File: src/rtl/fetch_queue_if.sv
// Fetch queue bus: core control, memory request/response and instruction delivery.
// master = fetch_queue side, slave = core/memory environment side.
interface fetch_queue_if #(
    parameter int ADDR_W = 16,
    parameter int INS_W  = 16
);
    logic              core_en;
    logic              branch_en;
    logic [ADDR_W-1:0] branch_val;
    logic              stall;
    logic              mem_req;
    logic [ADDR_W-1:0] mem_addr;
    logic              mem_ready;
    logic              mem_rvalid;
    logic [INS_W-1:0]  mem_rdata;
    logic [INS_W-1:0]  ins;
    logic              ins_valid;
    logic [ADDR_W-1:0] ins_pc;

    modport master (
        input  core_en, branch_en, branch_val, stall, mem_ready, mem_rvalid, mem_rdata,
        output mem_req, mem_addr, ins, ins_valid, ins_pc
    );

    modport slave (
        output core_en, branch_en, branch_val, stall, mem_ready, mem_rvalid, mem_rdata,
        input  mem_req, mem_addr, ins, ins_valid, ins_pc
    );
endinterface

File: src/rtl/fetch_queue.sv
// Instruction fetch queue: issues sequential fetches, buffers in-order responses
// with their addresses, and discards responses made stale by redirects or halts.
module fetch_queue #(
    parameter int                ADDR_W   = 16,
    parameter int                INS_W    = 16,
    parameter int                DEPTH    = 4,
    parameter logic [ADDR_W-1:0] RESET_PC = '0
) (
    input  logic          clk,
    input  logic          rst,
    fetch_queue_if.master bus
);
    localparam int PW = $clog2(DEPTH);
    localparam int CW = $clog2(DEPTH + 1);
    localparam logic [CW:0] DEPTH_C = (CW + 1)'(DEPTH);

    logic [ADDR_W-1:0] fpc_q, fpc_d;
    logic [ADDR_W-1:0] rpc_q, rpc_d;
    logic [PW-1:0]     rd_q, rd_d, wr_q, wr_d;
    logic [CW-1:0]     cnt_q, cnt_d, outs_q, outs_d, drop_q, drop_d;
    logic [INS_W-1:0]  ins_mem_q [DEPTH];
    logic [ADDR_W-1:0] pc_mem_q  [DEPTH];

    logic [CW:0] occ_sum;
    logic        flush, req, accept, beat, drop_beat, push, pop, valid;

    assign occ_sum   = {1'b0, cnt_q} + {1'b0, outs_q};
    assign flush     = bus.branch_en | ~bus.core_en;
    assign req       = ~rst & bus.core_en & ~bus.branch_en & (occ_sum < DEPTH_C);
    assign accept    = req & bus.mem_ready;
    assign beat      = bus.mem_rvalid & (outs_q != '0);
    assign drop_beat = beat & (drop_q != '0);
    assign push      = beat & (drop_q == '0) & ~flush;
    assign valid     = ~rst & bus.core_en & (cnt_q != '0);
    assign pop       = valid & ~bus.stall & ~bus.branch_en;

    assign bus.mem_req   = req;
    assign bus.mem_addr  = fpc_q;
    assign bus.ins_valid = valid;
    assign bus.ins       = valid ? ins_mem_q[rd_q] : '0;
    assign bus.ins_pc    = valid ? pc_mem_q[rd_q]  : '0;

    always_comb begin
        fpc_d  = fpc_q;
        rpc_d  = rpc_q;
        rd_d   = rd_q;
        wr_d   = wr_q;
        cnt_d  = cnt_q;
        outs_d = outs_q + CW'(accept) - CW'(beat);
        drop_d = drop_q;

        if (accept)
            fpc_d = fpc_q + ADDR_W'(1);
        if (bus.branch_en)
            fpc_d = bus.branch_val;

        // rpc is the address of the next response that will be kept
        if (bus.branch_en)
            rpc_d = bus.branch_val;
        else if (!bus.core_en)
            rpc_d = fpc_q;
        else if (push)
            rpc_d = rpc_q + ADDR_W'(1);

        // After a redirect or halt every request still in flight is stale;
        // a beat landing this cycle is already discarded.
        if (flush) begin
            drop_d = outs_q - CW'(beat);
            rd_d   = '0;
            wr_d   = '0;
            cnt_d  = '0;
        end else begin
            if (drop_beat)
                drop_d = drop_q - CW'(1);
            wr_d  = wr_q + PW'(push);
            rd_d  = rd_q + PW'(pop);
            cnt_d = cnt_q + CW'(push) - CW'(pop);
        end
    end

    always_ff @(posedge clk) begin
        if (rst) begin
            fpc_q  <= RESET_PC;
            rpc_q  <= RESET_PC;
            rd_q   <= '0;
            wr_q   <= '0;
            cnt_q  <= '0;
            outs_q <= '0;
            drop_q <= '0;
        end else begin
            fpc_q  <= fpc_d;
            rpc_q  <= rpc_d;
            rd_q   <= rd_d;
            wr_q   <= wr_d;
            cnt_q  <= cnt_d;
            outs_q <= outs_d;
            drop_q <= drop_d;
        end
    end

    always_ff @(posedge clk) begin
        if (push) begin
            ins_mem_q[wr_q] <= bus.mem_rdata;
            pc_mem_q[wr_q]  <= rpc_q;
        end
    end
endmodule
File: src/flat_wrapper.sv
// flat-port wrapper written by rule: the top's interface ports become plain ports
module fetch_queue_flat 
#(
    parameter int                ADDR_W   = 16,
    parameter int                INS_W    = 16,
    parameter int                DEPTH    = 4,
    parameter logic [ADDR_W-1:0] RESET_PC = '0
)
  (clk, rst, bus_core_en, bus_branch_en, bus_branch_val, bus_stall, bus_mem_ready, bus_mem_rvalid, bus_mem_rdata, bus_mem_req, bus_mem_addr, bus_ins, bus_ins_valid, bus_ins_pc);
  fetch_queue_if #(.ADDR_W(ADDR_W), .INS_W(INS_W)) bus_i ();
  input  logic clk;
  input  logic rst;
  input wire logic [$bits(bus_i.core_en)-1:0] bus_core_en;
  input wire logic [$bits(bus_i.branch_en)-1:0] bus_branch_en;
  input wire logic [$bits(bus_i.branch_val)-1:0] bus_branch_val;
  input wire logic [$bits(bus_i.stall)-1:0] bus_stall;
  input wire logic [$bits(bus_i.mem_ready)-1:0] bus_mem_ready;
  input wire logic [$bits(bus_i.mem_rvalid)-1:0] bus_mem_rvalid;
  input wire logic [$bits(bus_i.mem_rdata)-1:0] bus_mem_rdata;
  output wire logic [$bits(bus_i.mem_req)-1:0] bus_mem_req;
  output wire logic [$bits(bus_i.mem_addr)-1:0] bus_mem_addr;
  output wire logic [$bits(bus_i.ins)-1:0] bus_ins;
  output wire logic [$bits(bus_i.ins_valid)-1:0] bus_ins_valid;
  output wire logic [$bits(bus_i.ins_pc)-1:0] bus_ins_pc;
  assign bus_i.core_en = bus_core_en;
  assign bus_i.branch_en = bus_branch_en;
  assign bus_i.branch_val = bus_branch_val;
  assign bus_i.stall = bus_stall;
  assign bus_i.mem_ready = bus_mem_ready;
  assign bus_i.mem_rvalid = bus_mem_rvalid;
  assign bus_i.mem_rdata = bus_mem_rdata;
  assign bus_mem_req = bus_i.mem_req;
  assign bus_mem_addr = bus_i.mem_addr;
  assign bus_ins = bus_i.ins;
  assign bus_ins_valid = bus_i.ins_valid;
  assign bus_ins_pc = bus_i.ins_pc;
  fetch_queue #(.ADDR_W(ADDR_W), .INS_W(INS_W), .DEPTH(DEPTH), .RESET_PC(RESET_PC)) u_core (.clk(clk), .rst(rst), .bus(bus_i));
endmodule
File: config.mk
export PLATFORM = sky130hd
export DESIGN_NAME = fetch_queue_flat
export DESIGN_NICKNAME = d
export VERILOG_FILES = /design/src/rtl/fetch_queue_if.sv /design/src/rtl/fetch_queue.sv /design/src/flat_wrapper.sv
export SDC_FILE = /design/constraint.sdc
export NUM_CORES = 1
export LEC_CHECK = 0
export CAP_MARGIN = 15
export CORE_AREA = 2 2 97 170
export CTS_BUF_LIST = sky130_fd_sc_hd__clkbuf_8
export DETAILED_ROUTE_END_ITERATION = 6
export DIE_AREA = 0 0 99 172
export PLACE_DENSITY_LB_ADDON = 0.3
export SYNTH_ARGS = -nofsm -noshare
export SYNTH_HDL_FRONTEND = slang
export SYNTH_SLANG_ARGS = --single-unit
File: constraint.sdc
create_clock -name clk -period 11.7 [get_ports clk]
set_clock_uncertainty 0.2 [all_clocks]
set_input_delay 2.925 -clock clk [delete_from_list [all_inputs] [get_ports clk]]
set_output_delay 2.925 -clock clk [all_outputs]
set_load 0.03 [all_outputs]
**After elaboration in Yosys (flattened, before gate mapping)**

Memories as Yosys holds them, arrays and structs flattened. A register that Yosys moved wholly into a read port is not among the register bits.
Cells that the tools add are included.

- Logic and storage cells: 59
- Memories kept: 2
- Register bits: 45
- Input bits: 39
- Memory bits (writable): 128
- Output and inout bits: 50

Memories:

| name | depth | width | rd ports | clocked after memory_dff | write ports | line | source |
|---|---|---|---|---|---|---|---|
| u_core.ins_mem_q | 4 | 16 | 1 | 1 | 1 | fetch_queue.sv:21 | `logic [INS_W-1:0] ins_mem_q [DEPTH];` |
| u_core.pc_mem_q | 4 | 16 | 1 | 1 | 1 | fetch_queue.sv:22 | `logic [ADDR_W-1:0] pc_mem_q [DEPTH];` |

- Muxes and demuxes: 13
- Equal/unequal tests: 1
- $lt $le $gt $ge: 1
- Add/sub/neg operators: 11
- Reduce and logical (&&, ||, !) cells: 7
- Bitwise gates (word level): 17

Operator list:

| operator | count |
|---|---|
| $mux W16 | 7 |
| $add A16 B1 Y16 const B | 2 |
| $and A1 B1 Y1 | 11 |
| $reduce_bool A3 Y1 | 3 |
| $sub A3 B1 Y3 | 3 |
| $add A3 B1 Y3 | 2 |
| $mux W3 | 2 |
| $not A1 Y1 | 5 |
| $add A2 B1 Y2 | 2 |
| $add A3 B3 Y4 | 1 |
| $lt A4 B3 Y1 const B | 1 |
| $mux W2 | 2 |
| $reduce_bool A2 Y1 | 2 |
| $logic_not A3 Y1 | 1 |
| $ne A3 B1 Y1 const B | 1 |
| $sub A3 B1 Y3 const B | 1 |
| $mux W1 | 2 |
| $reduce_or A2 Y1 | 1 |
| $or A1 B1 Y1 | 1 |

**Depth between registers and ports, before layout**

Gate-level depths: netlist of run 1.

- Depth in word-level cells: 7
- Mapped depth: 11
- Gate-level depth less buffers: 10

**Worst setup path before layout of run 1**

OpenSTA, ideal clock, no wires.

- Kind: input -> output
- From: input bus_core_en
- To: output bus_ins[0]
- Buffers on the path: 2
- Required time: 8.575 ns
- Arrival: 4.059 ns
- Path slack: 4.516 ns
- Stages: 4
- Path through: clkbuf_1 > nand3b_1 > clkbuf_1 > nor2b_1

- Longest elaborated chain between the ends: 3

RTL lines:

| element | line | source |
|---|---|---|
| start: declaration | flat_wrapper.sv:13 | `input wire logic [$bits(bus_i.core_en)-1:0] bus_core_en;` |
| $and A1 B1 Y1 (2 in a row) | fetch_queue.sv:34 | `assign valid = ~rst & bus.core_en & (cnt_q != '0);` |
| $mux W16 | fetch_queue.sv:40 | `assign bus.ins = valid ? ins_mem_q[rd_q] : '0;` |
| end: declaration | flat_wrapper.sv:22 | `output wire logic [$bits(bus_i.ins)-1:0] bus_ins;` |

No other way between the ends.

**Worst setup path in the final report of run 1**

- From: input rst
- To: output bus_ins_pc[1]

- Longest elaborated chain between the ends: 4

RTL lines:

| element | line | source |
|---|---|---|
| start: declaration | flat_wrapper.sv:12 | `input logic rst;` |
| $not A1 Y1 | fetch_queue.sv:34 |  |
| $and A1 B1 Y1 (2 in a row) | fetch_queue.sv:34 |  |
| $mux W16 | fetch_queue.sv:41 | `assign bus.ins_pc = valid ? pc_mem_q[rd_q] : '0;` |
| end: declaration | flat_wrapper.sv:24 | `output wire logic [$bits(bus_i.ins_pc)-1:0] bus_ins_pc;` |

No other way between the ends.

==> results.py, run 1 <==
metrics = {
    "clock_network": {
        "cts_resized": 0,
        "cts_tree": "built",
        "numCtsBuffers": 17,
        "path_clk_slew_ns": 0.08,
        "root_buffer": "clkbuf_8",
        "insertion_delay_ns": 0.45,
        "htreeDepth": 4,
        "cts_buffer_depth": 2,
        "cts.sinks": 173,
        "post_cts_buffers": 0,
        "cts_hold_buf": 0,
    },
    "layout": {
        "fin_nets": 688,
        "antennaDiodeCount": 0,
        "fillers": 1232,
        "postLayoutCoreUtil": 0.583,
        "area_growth_pct": 18.7,
        "layout-drive-gt1-share": 0.133,
    },
    "setup_path": {
        "start_kind": "primary input",
        "path_buf_inv": 5,
        "cp-end-kind": "output pin",
        "worstPathArrival_ns": 5.21,
        "required_ns": 8.58,
        "crit_chain": "clkdlybuf4s50_1 -> buf_4 -> inv_1 -> nand3b_1 -> buf_4 -> nor2b_1 -> clkdlybuf4s50_1",
        "crit_type": "in2out",
        "crit_path_max_incr_delay_ns": 0.61,
        "critical_path.top_delay_family": "buffers and inverters",
        "cp_slowest_cell": "clkdlybuf4s50_1",
        "path_max_fanout": 35,
        "crit_start": "rst",
        "rr_startpoint": "u_core.drop_q[0]$_SDFFE_PP0P_",
    },
    "hold_path": {
        "hp-start": "u_core.drop_q[1]$_SDFFE_PP0P_",
        "hold_class": "reg2reg",
    },
    "pwr": {
        "internal-power_uw": 933,
        "swShare": 0.265,
        "peakVddDrop_v": 0.0000804,
        "leakage_uw": 0.00294,
        "comb_power_share": 0.130,
        "p_switching_uw": 337,
        "p_seq_frac": 0.564,
        "power.density_nw_per_um2": 139,
        "power_frac_clock": 0.306,
    },
    "global_route": {
        "grt_max_degree": 41,
        "antenna_found_initial": 0,
        "grt_overflow": 0,
        "grt_pass1_wl_um": 24600,
        "gr-usage-all-layers": 0.187,
        "grt_pass1_vias": 4940,
    },
    "synth": {
        "synth_ff_type": "edfxtp_1",
        "syn_area_um2": 7690,
        "syn_inst": 550,
        "synth_edf_count": 128,
        "synth_seq_cells": 173,
        "synth_cell_type_count": 58,
        "syn_avg_cell_area_um2": 14.0,
        "synth_async_sr_flop_share": 0,
        "postSynthNetCount": 604,
        "ys_seq_area_frac": 0.617,
        "yosysWarnings": 0,
    },
    "job": {
        "max_cap_viol_count": 0,
    },
    "sta": {
        "period_needed_ns": 8.34,
        "worst_pin_slew_ns": 1.04,
        "max_slew_margin": 0.303,
        "setup_violations": 0,
        "max_freq_mhz": 120,
        "final_hold_viol_count": 0,
        "min_period_over_period": 0.713,
        "drv_slew": 0,
        "rsz0062_at_grt": "false",
        "tns_ns": 0,
    },
    "routing": {
        "drtIter0Drc": 235,
        "vias_per_cell": 5.78,
        "num_vias": 4833,
        "drc": 0,
        "wl_per_cell_um": 18.1,
        "firstDrtPassIters": 5,
        "wirelength_um": 15200,
        "ant_nets": 0,
    },
    "die": {
        "die_h_um": 172,
        "io_pins": 89,
        "dieArea_um2": 17000,
        "rows": 61,
        "die_w_um": 99,
        "core_um2": 15600,
        "initial_core_util": 0.491,
    },
    "place": {
        "post-dp-hpwl_um": 10300,
        "io_buffer_count": 88,
        "gp_congestion": 0.904,
    },
    "run_status": {
        "status": "finished, final reports clean",
    },
}
==> layout by cell type (no fill, tap or decap), types with 3 or more instances in the layout <==
cell             instances
or3_1                    4
ha_1                    13
clkinv_4                 3
a21oi_1                 15
and2_1                   4
dfxtp_1                 44
a211o_1                  3
o21ai_0                  9
clkbuf_8                17
inv_1                   18
o211a_1                  3
xor2_1                   8
nor3_1                  13
mux4_2                  32
nand3_1                 18
nor2_1                  40
nor2b_1                 36
clkdlybuf4s50_1         88
nor4_1                   4
inv_6                    4
edfxtp_1               128
or4_1                    3
nand2_1                 20
nor3b_1                  7
xnor2_1                 19
and4_1                   3
nand4_1                  4
clkinvlp_4               4
mux2i_1                  4
buf_4                    8
o31ai_1                  5
a311oi_1                 4
and3_1                   4
a211oi_1                21
==> area by class of cell <==
type / count / area, um2 / share of cell area
Clock buffer: 17 / 234 / 0.0257
Clock inverter: 15 / 140 / 0.0154
Inverter: 16 / 60.1 / 0.00658
Multi-Input combinational cell: 330 / 2760 / 0.303
Sequential cell: 173 / 4750 / 0.520
Tap cell: 189 / 236 / 0.0259
Timing Repair Buffer: 96 / 941 / 0.103
==> state kept, by name, indices dropped and copies added, names as in the netlist <==
name and cells:
u_core.drop_q 3, u_core.ins_mem_q 64, u_core.cnt_q 3, u_core.outs_q 3
u_core.wr_q 2, u_core.rd_q 2, u_core.bus.mem_addr 16, u_core.pc_mem_q 64
u_core.rpc_q 16
==> path summary, 6_finish.rpt <==
| path | to | slack, ns | cells after the start |
|---|---|---|---|
| max | bus_ins_pc[1] | 3.36 | 7 |
| min | u_core.drop_q[1]$_SDFFE_PP0P_ | 0.33 | 2 |
| max reg2reg | u_core.pc_mem_q[2][8]$_DFFE_PP_ | 8.59 | 7 |
| min reg2reg | u_core.drop_q[1]$_SDFFE_PP0P_ | 0.33 | 2 |
==> cells by family (layout without fill, tap and decap cells) <==
| kind of cell | Yosys count | after routing | synth area share |
|---|---|---|---|
| buf+inv | 47 | 144 | 0.0259 |
| flops | 173 | 173 | 0.617 |
| xor+xnor | 27 | 27 | 0.0308 |
| fa+ha+maj | 15 | 15 | 0.0264 |
| simple gates | 177 | 177 | 0.131 |
| mux | 36 | 36 | 0.0990 |
| compound gates | 75 | 75 | 0.0702 |
==> per-layer routing <==
layer  global-route usage  wire length, um
met1                0.211             5840
met2                0.331             8190
met3               0.0412              654
met4               0.0917              476
met5                    0                0
==> cells in the mapped netlist, types with 3 or more instances <==
library cell / number / area, um2
nand3_1: 18 / 90.1
nor3b_1: 7 / 52.6
a311oi_1: 4 / 35.0
inv_1: 16 / 60.1
xor2_1: 8 / 70.1
buf_2: 8 / 40.0
a211o_1: 3 / 26.3
mux2i_1: 4 / 40.0
and2_1: 4 / 25.0
or4_1: 3 / 22.5
mux4_2: 32 / 721
nor3_1: 13 / 65.1
o21ai_0: 9 / 45.0
nor2_1: 42 / 158
nor4_1: 5 / 31.3
clkbuf_1: 17 / 63.8
and3_1: 4 / 25.0
o211a_1: 3 / 30.0
a211oi_1: 21 / 158
xnor2_1: 19 / 166
ha_1: 13 / 163
edfxtp_1: 128 / 3840
or3_1: 4 / 25.0
nand2_1: 20 / 75.1
a21oi_1: 15 / 75.1
dfxtp_1: 45 / 901
o31ai_1: 5 / 37.5
nor2b_1: 36 / 225
nand4_1: 4 / 25.0
buf_1: 3 / 11.3
and4_1: 3 / 26.3
==> power by group through the flow <==
stage                     Clock [uW]  Sequential, uW  Combinational [uW]
after floorplan                    0             728                 108
after CTS                        399             715                 167
after global routing             423             720                 183
final                            389             715                 165
after global placement             0             727                 158
after detailed placement           0             729                 166
==> worst reg2reg max path, stage by stage (launching register included) <==
cell	delay [ns]
dfxtp_1	0.33
inv_1	0.08
ha_1	0.15
nor2b_1	0.33
nand3_1	0.32
nor2_1	0.37
nand2_1	0.15
nor2_4	0.81
==> per-stage QoR <==
step	instance area (um2)	hold WS (ns)	total power (uW)	worst slack, ns	cells
after floorplan	7690	0.259	836	4.52	550
after CTS	9120	0.334	1280	3.35	836
final	9120	0.326	1270	3.36	836
after detailed placement	8750	0.308	896	3.35	804
after global placement	8750	0.302	885	3.42	804
after global routing	9120	0.361	1330	3.22	836
Note: power is estimated with default switching activity, not from simulation.
==> inputs of run 2 (changes only) <==
clock period = 7.5 ns   (was 11.7 ns; I/O delays follow)
==> results.py, run 2 (same netlist as run 1, synthesis figures left out) <==
metrics = {
    "clock_network": {
        "htreeDepth": 4,
        "insertion_delay_ns": 0.44,
        "cts_resized": 0,
        "numCtsBuffers": 17,
        "cts.sinks": 173,
        "post_cts_buffers": 0,
        "cts_buffer_depth": 2,
        "cts_hold_buf": 0,
        "root_buffer": "clkbuf_8",
        "cts_tree": "built",
        "path_clk_slew_ns": 0.10,
    },
    "sta": {
        "max_slew_margin": 0.285,
        "tns_ns": 0,
        "min_period_over_period": 0.824,
        "final_hold_viol_count": 0,
        "max_freq_mhz": 162,
        "setup_violations": 0,
        "drv_slew": 0,
        "period_needed_ns": 6.18,
        "worst_pin_slew_ns": 1.07,
        "rsz0062_at_grt": "false",
        "worst_slack_ns": 1.32,
    },
    "setup_path": {
        "r2r_cells": 7,
        "r2r-end": "u_core.pc_mem_q[2][5]$_DFFE_PP_",
        "path_max_fanout": 35,
        "start_kind": "primary input",
        "crit_chain": "clkdlybuf4s50_1 -> buf_4 -> inv_1 -> nand3b_1 -> buf_4 -> nor2b_1 -> clkdlybuf4s50_1",
        "cp_slowest_cell": "clkdlybuf4s50_1",
        "crit_path_max_incr_delay_ns": 0.60,
        "rr_startpoint": "u_core.drop_q[0]$_SDFFE_PP0P_",
        "rrSetupSlack_ns": 4.35,
        "required_ns": 5.43,
        "worstPathArrival_ns": 4.10,
        "cp-end-kind": "output pin",
        "crit_type": "in2out",
    },
    "pwr": {
        "p_seq_frac": 0.552,
        "power_frac_clock": 0.322,
        "power_uw": 2020,
        "comb_power_share": 0.126,
        "internal-power_uw": 1470,
        "p_switching_uw": 555,
        "power.density_nw_per_um2": 220,
        "swShare": 0.274,
        "peakVddDrop_v": 0.000113,
        "leakage_uw": 0.00300,
    },
    "hold_path": {
        "holdPathStages": 2,
        "min_to": "u_core.drop_q[1]$_SDFFE_PP0P_",
        "hp-start": "u_core.drop_q[1]$_SDFFE_PP0P_",
        "hold_class": "reg2reg",
    },
    "layout": {
        "design_area_um2": 9200,
        "multiInputGateArea_um2": 2760,
        "area_growth_pct": 19.6,
        "regArea_um2": 4750,
        "final_cells": 836,
        "fillers": 1213,
        "final_cell_mix": "edfxtp_1 (128), clkdlybuf4s50_1 (74), dfxtp_1 (44)",
        "antennaDiodeCount": 0,
        "final_common_cell": "edfxtp_1",
        "top_regs": "u_core.ins_mem_q x64, u_core.pc_mem_q x64",
        "layout-drive-gt1-share": 0.158,
        "fin_nets": 688,
    },
    "routing": {
        "ant_nets": 0,
        "drtIter0Drc": 291,
        "firstDrtPassIters": 5,
        "num_vias": 4813,
        "wl_per_cell_um": 18.6,
        "drc": 0,
        "vias_per_cell": 5.76,
        "wirelength_um": 15500,
    },
    "global_route": {
        "antenna_found_initial": 0,
        "grt_overflow": 0,
        "gr-usage-all-layers": 0.188,
        "grt_pass1_vias": 4896,
        "grt_pass1_wl_um": 25000,
        "grt_max_degree": 41,
    },
    "die": {
        "rows": 61,
        "dieArea_um2": 17000,
        "initial_core_util": 0.491,
        "core_um2": 15600,
        "die_w_um": 99,
        "die_h_um": 172,
        "io_pins": 89,
    },
    "place": {
        "io_buffer_count": 88,
        "post-dp-hpwl_um": 10300,
        "dp_slack_ns": 1.30,
        "dpl.cell_count": 804,
        "dpl_cell_area_um2": 8800,
        "gp_congestion": 0.905,
    },
    "job": {
        "max_cap_viol_count": 0,
    },
    "run_status": {
        "status": "finished, final reports clean",
    },
}
run 2: cell types whose count changed in the layout (fill, tap and decap cells not counted):
cell             change
buf_12               +7
buf_4                +7
clkdlybuf4s50_1     -14
clkinv_2             +1
clkinv_4             -2
clkinvlp_4           -3
inv_1                -2
inv_6                +1
inv_8                +5
run 2: layer usage:
metal | track usage | vias to the layer above | wire length, um
li1 | - | 2264 | -
met1 | 0.219 | 2352 | 6110
met2 | 0.337 | 168 | 8410
met3 | 0.0307 | 29 | 586
met4 | 0.0876 | 0 | 405
met5 | 0 | - | 0
run 2: area by class of cell:
cell class                 instances  area share
clock buffer                      17      0.0254
inverter                          16     0.00653
clock inverter                    15      0.0177
timing repair buffer              96       0.108
sequential                       173       0.516
tap                              189      0.0257
multi-input combinational        330       0.301
run 2: worst max path at each step:
stage                   from                          endpoint  slack [ns]  depth (start not counted)
5_1_grt                  rst                        bus_ins[5]        1.14                          7
3_5_place_dp             rst                        bus_ins[5]        1.30                          7
6_report                 rst                        bus_ins[5]        1.32                          7
4_1_cts                  rst                        bus_ins[5]        1.30                          7
3_3_place_gp             rst                        bus_ins[5]        1.32                          7
2_1_floorplan  bus_branch_en  u_core.ins_mem_q[0][0]$_DFFE_PP_        1.52                          3
run 2: power by group through the flow:
stage	combinational, uW	sequential [uW]	clock [uW]
2_1_floorplan	168	1140	0
3_3_place_gp	249	1130	0
3_5_place_dp	254	1140	0
4_1_cts	257	1120	663
5_1_grt	285	1120	700
6_report	255	1120	651
run 2: stage by stage:
stage          hold WS, ns   util
3_5_place_dp         0.302  0.562
3_3_place_gp         0.304  0.562
2_1_floorplan        0.259      -
4_1_cts              0.330  0.588
5_1_grt              0.377  0.588
6_report             0.327  0.588
run 2: critical path, delay by kind of cell:
family,cells,cell delay (ns)
buf+inv,5,1.98
simple gates,2,0.23
==> inputs of run 3 (changes only) <==
clock period = 5.8 ns   (was 7.5 ns; I/O delays follow)
==> results.py, run 3 (same netlist as run 1, synthesis figures left out) <==
metrics = {
    "routing": {
        "ant_nets": 0,
        "num_vias": 4788,
        "firstDrtPassIters": 5,
        "vias_per_cell": 5.72,
        "drtIter0Drc": 281,
        "wl_per_cell_um": 18.7,
        "wirelength_um": 15700,
        "drc": 0,
    },
    "die": {
        "core_um2": 15600,
        "io_pins": 89,
        "initial_core_util": 0.491,
        "die_h_um": 172,
        "dieArea_um2": 17000,
        "die_w_um": 99,
        "rows": 61,
    },
    "clock_network": {
        "path_clk_slew_ns": 0.08,
        "post_cts_buffers": 0,
        "cts_resized": 0,
        "root_buffer": "clkbuf_8",
        "cts.sinks": 173,
        "insertion_delay_ns": 0.43,
        "cts_hold_buf": 0,
        "numCtsBuffers": 17,
        "cts_buffer_depth": 2,
        "htreeDepth": 4,
        "cts_tree": "built",
    },
    "pwr": {
        "power.density_nw_per_um2": 284,
        "power_uw": 2600,
        "peakVddDrop_v": 0.000181,
        "leakage_uw": 0.00304,
    },
    "setup_path": {
        "cp_common_cell": "buf_4",
        "start_kind": "primary input",
        "required_ns": 4.15,
        "worstPathArrival_ns": 3.40,
        "path_max_fanout": 34,
        "cp_slowest_cell": "clkdlybuf4s50_1",
        "crit_path_max_incr_delay_ns": 0.52,
        "crit_type": "in2out",
        "crit_chain": "clkdlybuf4s50_1 -> buf_4 -> inv_1 -> nand3b_1 -> buf_4 -> nor2b_1 -> buf_12",
        "r2r_cells": 8,
        "cp-end-kind": "output pin",
    },
    "global_route": {
        "antenna_found_initial": 0,
        "grt_overflow": 0,
        "grt_pass1_wl_um": 25200,
        "grt_max_degree": 40,
        "grt_pass1_vias": 4941,
        "gr-usage-all-layers": 0.191,
    },
    "sta": {
        "max_freq_mhz": 198,
        "setup_violations": 0,
        "max_slew_margin": 0.421,
        "rsz0062_at_grt": "false",
        "period_needed_ns": 5.05,
        "tns_ns": 0,
        "final_hold_viol_count": 0,
        "min_period_over_period": 0.871,
        "drv_slew": 0,
        "worst_pin_slew_ns": 0.868,
    },
    "layout": {
        "antennaDiodeCount": 0,
        "area_growth_pct": 19.1,
        "fin_nets": 690,
        "layout-drive-gt1-share": 0.187,
        "final_common_cell": "edfxtp_1",
        "top_regs": "u_core.ins_mem_q x64, u_core.pc_mem_q x64",
        "final_cell_mix": "edfxtp_1 (128), clkdlybuf4s50_1 (55), dfxtp_1 (44)",
        "fillers": 1216,
    },
    "run_status": {
        "status": "finished, final reports clean",
    },
    "hold_path": {
        "hold_class": "reg2reg",
        "holdPathStages": 0,
    },
    "place": {
        "io_buffer_count": 88,
        "post-dp-hpwl_um": 10700,
        "gp_congestion": 0.894,
    },
    "job": {
        "max_cap_viol_count": 0,
    },
}
==> run 3: final timing paths <==
check / start / endpoint / slack, ns
min: u_core.rpc_q[13]$_SDFFE_PP0P_ / u_core.pc_mem_q[3][13]$_DFFE_PP_ / 0.35
max reg2reg: u_core.drop_q[0]$_SDFFE_PP0P_ / u_core.pc_mem_q[2][7]$_DFFE_PP_ / 2.64
min reg2reg: u_core.rpc_q[13]$_SDFFE_PP0P_ / u_core.pc_mem_q[3][13]$_DFFE_PP_ / 0.35
max: rst / bus_ins_pc[3] / 0.75
==> run 3: layout make-up <==
| type | instances | area (um2) | area share |
|---|---|---|---|
| Clock inverter | 14 | 155 | 0.0169 |
| Tap cell | 189 | 236 | 0.0258 |
| Multi-Input combinational cell | 330 | 2760 | 0.302 |
| Clock buffer | 17 | 234 | 0.0256 |
| Inverter | 16 | 60.1 | 0.00656 |
| Timing Repair Buffer | 98 | 961 | 0.105 |
| Sequential cell | 173 | 4750 | 0.518 |
==> run 3: worst max-delay path: cells and delay by family <==
family	cells	cell delay [ns]
buf+inv	5	1.63
simple gates	2	0.29
==> run 3: power by group <==
| group | internal (uW) | total [uW] | switching, uW |
|---|---|---|---|
| clock | 388 | 818 | 430 |
| sequential | 1390 | 1440 | 56.8 |
| combinational | 148 | 337 | 188 |
==> run 3: metal layers <==
layer  wire length [um]  global-route usage  vias up
li1                   -                   -     2273
met1               6020               0.218     2334
met2               8720               0.349      159
met3                582              0.0340       22
met4                348              0.0798        0
met5                  0                   0        -
==> run 3: metrics by stage <==
stage	hold slack [ns]	utilization	setup WS, ns	cell area, um2	std cells
finish	0.353	0.585	0.745	9160	837
global route	0.382	0.585	0.611	9160	837
CTS	0.353	0.585	0.720	9160	837
detailed placement	0.336	0.560	0.713	8770	806
global placement	0.320	0.560	0.806	8770	806
floorplan	0.259	-	0.241	7690	550
